## src/rtl/la_capture.sv

```systemverilog
// Logic-analyser capture stage: circular sample buffer with masked-match trigger,
// programmable pre-trigger depth, and an oldest-first valid/ready readout.
module la_capture #(
   parameter int WIDTH  = 4,
   parameter int DEPTH  = 16,
   parameter int ADDR_W = $clog2(DEPTH)
) (
   input  logic              clk,
   input  logic              reset,
   input  logic [WIDTH-1:0]  io_probe,
   input  logic              io_arm,
   input  logic              io_abort,
   input  logic [WIDTH-1:0]  io_trig_mask,
   input  logic [WIDTH-1:0]  io_trig_value,
   input  logic [ADDR_W-1:0] io_pretrig,
   output logic              io_out_valid,
   input  logic              io_out_ready,
   output logic [WIDTH-1:0]  io_out_data,
   output logic              io_out_last,
   output logic              io_done,
   output logic [1:0]        io_state
);
   localparam logic [1:0] S_IDLE      = 2'd0;
   localparam logic [1:0] S_ARMED     = 2'd1;
   localparam logic [1:0] S_TRIGGERED = 2'd2;
   localparam logic [1:0] S_READOUT   = 2'd3;

   logic [WIDTH-1:0]  mem_q [DEPTH];
   logic [1:0]        state_q, state_d;
   logic [ADDR_W-1:0] wptr_q, wptr_d;
   logic [ADDR_W-1:0] rptr_q, rptr_d;
   logic [ADDR_W-1:0] cnt_q, cnt_d;
   logic [ADDR_W-1:0] post_q, post_d;
   logic [ADDR_W-1:0] pretrig_q, pretrig_d;
   logic [ADDR_W:0]   filled_q, filled_d;
   logic              done_q, done_d;
   logic              hit, trig, we;
   logic [ADDR_W-1:0] post_ld;

   assign hit     = ((io_probe ^ io_trig_value) & io_trig_mask) == '0;
   // filled_q is the count before this cycle's write, so the pre-trigger history is complete
   assign trig    = hit && (filled_q >= {1'b0, pretrig_q});
   assign post_ld = ADDR_W'(DEPTH - 1) - pretrig_q;
   assign we      = !io_abort && (state_q == S_ARMED || state_q == S_TRIGGERED);

   always_comb begin
      state_d   = state_q;
      wptr_d    = wptr_q;
      rptr_d    = rptr_q;
      cnt_d     = cnt_q;
      post_d    = post_q;
      pretrig_d = pretrig_q;
      filled_d  = filled_q;
      done_d    = 1'b0;
      if (io_abort) begin
         state_d = S_IDLE;
      end else begin
         case (state_q)
            S_IDLE: begin
               if (io_arm) begin
                  state_d   = S_ARMED;
                  pretrig_d = io_pretrig;
                  wptr_d    = '0;
                  filled_d  = '0;
                  cnt_d     = '0;
               end
            end
            S_ARMED: begin
               wptr_d = wptr_q + 1'b1;
               if (filled_q != (ADDR_W+1)'(DEPTH)) filled_d = filled_q + 1'b1;
               if (trig) begin
                  post_d = post_ld;
                  if (post_ld == '0) begin
                     state_d = S_READOUT;
                     rptr_d  = wptr_q + 1'b1;
                     cnt_d   = '0;
                  end else begin
                     state_d = S_TRIGGERED;
                  end
               end
            end
            S_TRIGGERED: begin
               wptr_d = wptr_q + 1'b1;
               post_d = post_q - 1'b1;
               // After the final post-trigger write the write pointer sits on the oldest sample
               if (post_q == ADDR_W'(1)) begin
                  state_d = S_READOUT;
                  rptr_d  = wptr_q + 1'b1;
                  cnt_d   = '0;
               end
            end
            default: begin
               if (io_out_ready) begin
                  rptr_d = rptr_q + 1'b1;
                  cnt_d  = cnt_q + 1'b1;
                  if (cnt_q == ADDR_W'(DEPTH - 1)) begin
                     state_d = S_IDLE;
                     done_d  = 1'b1;
                  end
               end
            end
         endcase
      end
   end

   always_ff @(posedge clk or posedge reset) begin
      if (reset) begin
         state_q   <= S_IDLE;
         wptr_q    <= '0;
         rptr_q    <= '0;
         cnt_q     <= '0;
         post_q    <= '0;
         pretrig_q <= '0;
         filled_q  <= '0;
         done_q    <= 1'b0;
      end else begin
         state_q   <= state_d;
         wptr_q    <= wptr_d;
         rptr_q    <= rptr_d;
         cnt_q     <= cnt_d;
         post_q    <= post_d;
         pretrig_q <= pretrig_d;
         filled_q  <= filled_d;
         done_q    <= done_d;
      end
   end

   always_ff @(posedge clk) begin
      if (we) mem_q[wptr_q] <= io_probe;
   end

   assign io_out_valid = (state_q == S_READOUT);
   assign io_out_data  = io_out_valid ? mem_q[rptr_q] : '0;
   assign io_out_last  = io_out_valid && (cnt_q == ADDR_W'(DEPTH - 1));
   assign io_done      = done_q;
   assign io_state     = state_q;
endmodule
```

## config.mk

```make
export PLATFORM = sky130hd
export DESIGN_NAME = la_capture
export DESIGN_NICKNAME = d
export VERILOG_FILES = /design/src/rtl/la_capture.sv
export SDC_FILE = /design/constraint.sdc
export NUM_CORES = 1
export LEC_CHECK = 0
export CAP_MARGIN = 20
export CORE_MARGIN = 3
export CORE_UTILIZATION = 58
export CTS_BUF_LIST = sky130_fd_sc_hd__clkbuf_8 sky130_fd_sc_hd__clkbuf_16
export CTS_CLUSTER_DIAMETER = 150
export DETAILED_ROUTE_END_ITERATION = 6
export PLACE_DENSITY = 0.79
export REMOVE_ABC_BUFFERS = 1
export SETUP_SLACK_MARGIN = 0.1
export SLEW_MARGIN = 30
export SYNTH_ARGS = -nofsm -noshare
export SYNTH_HDL_FRONTEND = slang
export SYNTH_SLANG_ARGS = --single-unit
```

## constraint.sdc

```tcl
create_clock -name clk -period 3 [get_ports clk]
set_clock_uncertainty 0.05 [all_clocks]
set_input_delay 0.6 -clock clk [delete_from_list [all_inputs] [get_ports clk]]
set_output_delay 0.6 -clock clk [all_outputs]
set_load 0.01 [all_outputs]
```

==> Word level (Yosys, flattened, before mapping) <==
Memory sizes are Yosys's and may differ from the RTL's.
Index checks and enable logic that the tools add are counted.
{ "word_totals": {"regBits": 28, "latch_bits": 0, "mem_bits_rw": 64, "mem_bits_ro": 0, "out_inout_bits": 9, "wordCells": 90, "memories": 1} }
{ "mem_list": {"columns": ["name", "depth", "word_bits", "rd", "rd_clocked_by_memory_dff", "wr", "line_no", "text"], "rows": [
  ["mem_q", 16, 4, 1, 0, 1, "28", "logic [WIDTH-1:0] mem_q [DEPTH];"]
]} }
{ "classes": {"add_sub_neg": 6, "n_mul": 0, "div": 0, "magnitude_cmp": 1, "eq_ne": 14, "shifts": 0, "muxes": 32, "bitwise_logic": 4, "n_reduce_logical": 24} }
{ "op_table": {"columns": ["op", "count"], "rows": [
  ["4-bit two-way mux", 11],
  ["4-bit case mux with 3 select lines", 2],
  ["4-bit case mux with 2 select lines", 2],
  ["4-bit by 1-bit adder with 4-bit output, second input constant", 3],
  ["2-bit two-way mux", 6],
  ["6-bit AND reduction", 2],
  ["5-bit two-way mux", 2],
  ["5-bit case mux with 2 select lines", 1],
  ["5-bit nonzero test", 2],
  ["3-bit AND reduction", 3],
  ["4-bit zero test", 2],
  ["1-bit two-way mux", 7],
  ["2-bit by 1-bit != test with 1-bit output, second input constant", 3],
  ["3-bit != test, second input constant", 2],
  ["2-bit case mux with 3 select lines", 1],
  ["2-bit nonzero test", 3],
  ["5-bit by 1-bit adder with 5-bit output, second input constant", 1],
  ["5-bit by 4-bit >= comparator with 1-bit output", 1],
  ["5-bit != test, second input constant", 1],
  ["5-bit AND reduction", 1],
  ["4-bit AND", 1],
  ["2-bit == test, second input constant", 2],
  ["4-bit by 1-bit == test with 1-bit output, second input constant", 1],
  ["4-bit == test, second input constant", 1],
  ["16 further kinds", 20]
]} }

==> Depth between registers and ports, before layout <==
{ "logic_depth": {"word_depth": 7, "depth_mapped": 8, "ltp_nobuf": 7} }

==> Worst setup path before layout <==
Ideal clock, no wire load.
{ "synth_timing": {"kind": "register to output", "start": "register rptr_q[1]", "end": "output io_out_data[0]", "t_arrival_ps": 1947, "path_slack_ps": 403, "path_stages_with_launch": 6, "path_cell_list": "dfrtp_1 > clkbuf_1 > clkbuf_1 > mux4_2 > mux4_2 > and2_1"} }
{ "synth_via": {"elab_chain_len": 2} }
{ "synth_lines": {"columns": ["element", "line_no", "text"], "rows": [
  ["start, declared", "31", "logic [ADDR_W-1:0] rptr_q, rptr_d;"],
  ["start signal, assigned", "119", "rptr_q <= rptr_d;"],
  ["memory read 16 x 4 bit", null, null],
  ["4-bit two-way mux", "133", "assign io_out_data = io_out_valid ? mem_q[rptr_q] : '0;"],
  ["end, declared", "18", "output logic [WIDTH-1:0] io_out_data,"]
]} }
Every way passes these cells.

==> Final worst setup path <==
{ "layout_timing": {"start": "register rptr_q[0]", "end": "output io_out_data[1]"} }
The elaborated chain is that of the path after synthesis.

==> results.json <==
{
  "drv_cap": 0,
  "diodes": 0,
  "clkSinkCount": 92,
  "synth_edf_count": 64,
  "start_util": 0.6015,
  "cts_tree": "built",
  "synth_area_leader_cell": "edfxtp_1",
  "setup_violations": 0,
  "drv_slew": 0,
  "grt_max_degree": 29,
  "syn_area_per_cell_um2": 13.74,
  "die-area_um2": 8684,
  "power.switching_w": 0.001271,
  "vdd_drop_max_mv": 0.4355,
  "io_pins": 30,
  "arrival_ps": 2270,
  "ctsHtreeMaxLevel": 3,
  "worst_pin_slew_ps": 742.4,
  "clock_power_share": 0.215,
  "ant_nets": 0,
  "cts_buffer_depth": 2,
  "insertion_delay_ps": 360,
  "required_ps": 2350,
  "dp_hpwl_um": 6581,
  "yosysTopAreaCellShare": 0.4359,
  "die_y_um": 93.19,
  "fin_util": 0.7020,
  "syn_to_final_growth_pct": 16.71,
  "period_share": 0.9743,
  "grt_pass1_vias": 2834,
  "period_minus_slack_ps": 2923,
  "drc_errors": 0,
  "hold_path_class": "reg2reg",
  "syn_area_um2": 4409,
  "relSlewSlack": 0.5008,
  "post-route-worst-setup-slack_ps": 76.99,
  "hold_ws_ps": 497.7,
  "drt_first_pass_iters": 5,
  "cts_hold_buf": 0,
  "core_um2": 7331,
  "synthCells": 321,
  "critical_path_class": "reg2out",
  "cts_root_buf": "clkbuf_8",
  "synth_seq_cells": 92,
  "p_leak_nw": 1.885,
  "num_rows": 31,
  "fill_cells": 465,
  "end_kind": "output port",
  "max_freq_mhz": 342.1,
  "finalWirelength_um": 9386,
  "cts_buffers": 9,
  "global_route.overflow_total": 0,
  "avgRoutedWirePerCell_um": 20.01,
  "p_total_w": 0.003768,
  "pwr-share-seq": 0.431,
  "async_reset_ff_frac": 0.3043,
  "rsz0062_at_grt": "yes",
  "yosysWarnings": 0,
  "grt_pass1_wl_um": 15280,
  "portBuffers": 29,
  "drt_iter0_markers": 354,
  "ys_top_cells_by_area": "edfxtp_1 44%, dfrtp_1 16%, mux4_2 10%",
  "die_x_um": 93.19,
  "place_ws_ps": 142.2,
  "viasPerCell": 6.147,
  "startpoint_type": "flop",
  "gp_congestion": 0.8926,
  "grt_usage": 0.2363,
  "status": "complete, no violations",
  "swShare": 0.3374,
  "setup_tns_ps": 0,
  "layout-drive-gt1-share": 0.1973,
  "vias": 2883,
  "yosysUniqueCellTypes": 50,
  "antenna_found_initial": 0,
  "p_per_area_nw_per_um2": 732.1,
  "path_clk_slew_ps": 100,
  "ys_seq_area_frac": 0.5948,
  "fin_nets": 404,
  "ys.flop_type": "edfxtp_1",
  "regArea_um2": 2624,
  "comb_power_share": 0.354,
  "cp_max_fo": 5,
  "p_int_w": 0.002496,
  "hold_violations": 0,
  "multi_input_area_um2": 1633
}
## cell usage after synthesis, types with 2 or more instances
cell type	instances
a211o_1	2
a21oi_1	5
a22oi_1	2
a41oi_1	3
and2_1	5
clkbuf_1	9
dfrtp_1	28
edfxtp_1	64
ha_1	18
inv_1	22
mux2_2	7
mux2i_1	3
mux4_2	20
nand2_1	19
nand2b_1	5
nand3_1	11
nor2_1	20
nor2b_1	6
nor3_1	8
nor4_1	3
o211ai_1	2
o21ai_0	20
o2bb2ai_1	3
o31ai_1	5
or3_1	2
xor2_1	5
## power groups by stage
| stage | registers [W] | clock network (W) | logic [W] |
|---|---|---|---|
| after floorplan | 0.00167 | 0 | 0.000805 |
| after global placement | 0.00163 | 0 | 0.00118 |
| after detailed placement | 0.00163 | 0 | 0.00123 |
| after CTS | 0.00162 | 0.000828 | 0.00133 |
| after global routing | 0.00165 | 0.000886 | 0.00146 |
| final | 0.00162 | 0.000811 | 0.00133 |
## cell usage in the layout (no fill, tap or decap), types with 2 or more instances in the layout
cell type        netlist  final
a21oi_1                5      5
dfrtp_1               28     27
a211o_1                2      2
o211ai_1               2      2
clkinv_8               0      2
nor2b_1                6      6
nand2b_1               5      5
edfxtp_1              64     64
ha_1                  18     18
and2_4                 0      4
o2bb2ai_1              3      3
o21ai_0               20     20
buf_6                  1      4
a22oi_1                2      2
o31ai_1                5      5
nor3_1                 8      8
clkbuf_8               1      9
mux4_2                20     20
a41oi_1                3      3
inv_1                 22     22
mux2_2                 7      7
clkdlybuf4s50_1        0     25
or3_1                  2      2
buf_4                  1     15
mux2i_1                3      3
nand2_1               19     19
nand3_1               11     11
nor2_1                20     20
inv_6                  0      2
nor4_1                 3      3
xor2_1                 5      5
clkinv_4               0      2
## metrics by stage
stage	cell area, um^2	cells
6_report	5146	469
3_3_place_gp	4867	450
5_1_grt	5146	469
2_1_floorplan	4328	307
3_5_place_dp	4867	450
4_1_cts	5122	469
## repair_timing
action / CTS / global route
buffers inserted: 1 / 0
setup endpoints to repair: 4 / 4
cloned: 2 / 0
gates resized for setup: 21 / 7
## sequential cells by signal, indices dropped and copies added (netlist names)
signal and count:
filled_q 5, wptr_q 4, post_q 4, cnt_q 4
mem_q 64, io_state 2, pretrig_q 4, rptr_q 4
io_done 1
## cell families (layout without fill, tap and decap cells)
logic type / after synthesis / in the layout / share of synthesized area
fa+ha+maj: 18 / 18 / 0.05108
buf+inv: 36 / 85 / 0.03717
simple gates: 88 / 88 / 0.1002
xor+xnor: 6 / 6 / 0.01192
mux: 30 / 30 / 0.1268
compound gates: 51 / 51 / 0.07804
flops: 92 / 92 / 0.5948
## final timing paths
path                                            endpoint  cells past startpoint  slack (ps)                      from
worst min register to register  pretrig_q[2]$_DFFE_PP0P_                      1         500  pretrig_q[2]$_DFFE_PP0P_
worst max-delay path                      io_out_data[1]                      5          80     rptr_q[0]$_DFFE_PP0P_
worst max register to register     mem_q[9][3]$_DFFE_PP_                      6         400   io_state[0]$_DFFE_PP0P_
max in group asynchronous          rptr_q[0]$_DFFE_PP0P_                      3        2070                     reset
worst min-delay path            pretrig_q[2]$_DFFE_PP0P_                      1         500  pretrig_q[2]$_DFFE_PP0P_
min in group asynchronous           cnt_q[2]$_DFFE_PP0P_                      3         550                     reset
## area by class of cell
cell class | count | area share
Clock buffer | 9 | 0.02407
Sequential cell | 92 | 0.5098
Multi-Input combinational cell | 193 | 0.3173
Tap cell | 99 | 0.02407
Timing Repair Buffer | 47 | 0.09336
Clock inverter | 7 | 0.01532
Inverter | 22 | 0.01605
## metal layers
layer | track usage | wire [um]
met4 | 0.08303 | 197
met5 | 0 | 0
met1 | 0.3415 | 4013
met2 | 0.3605 | 4516
met3 | 0.04907 | 659
## worst max-delay path: stages, from the launching register on
cell,delay (ps)
dfrtp_2,480
clkbuf_16,190
mux4_2,490
mux4_2,470
and2_4,170
buf_6,110
(Power assumes the default switching activity.)
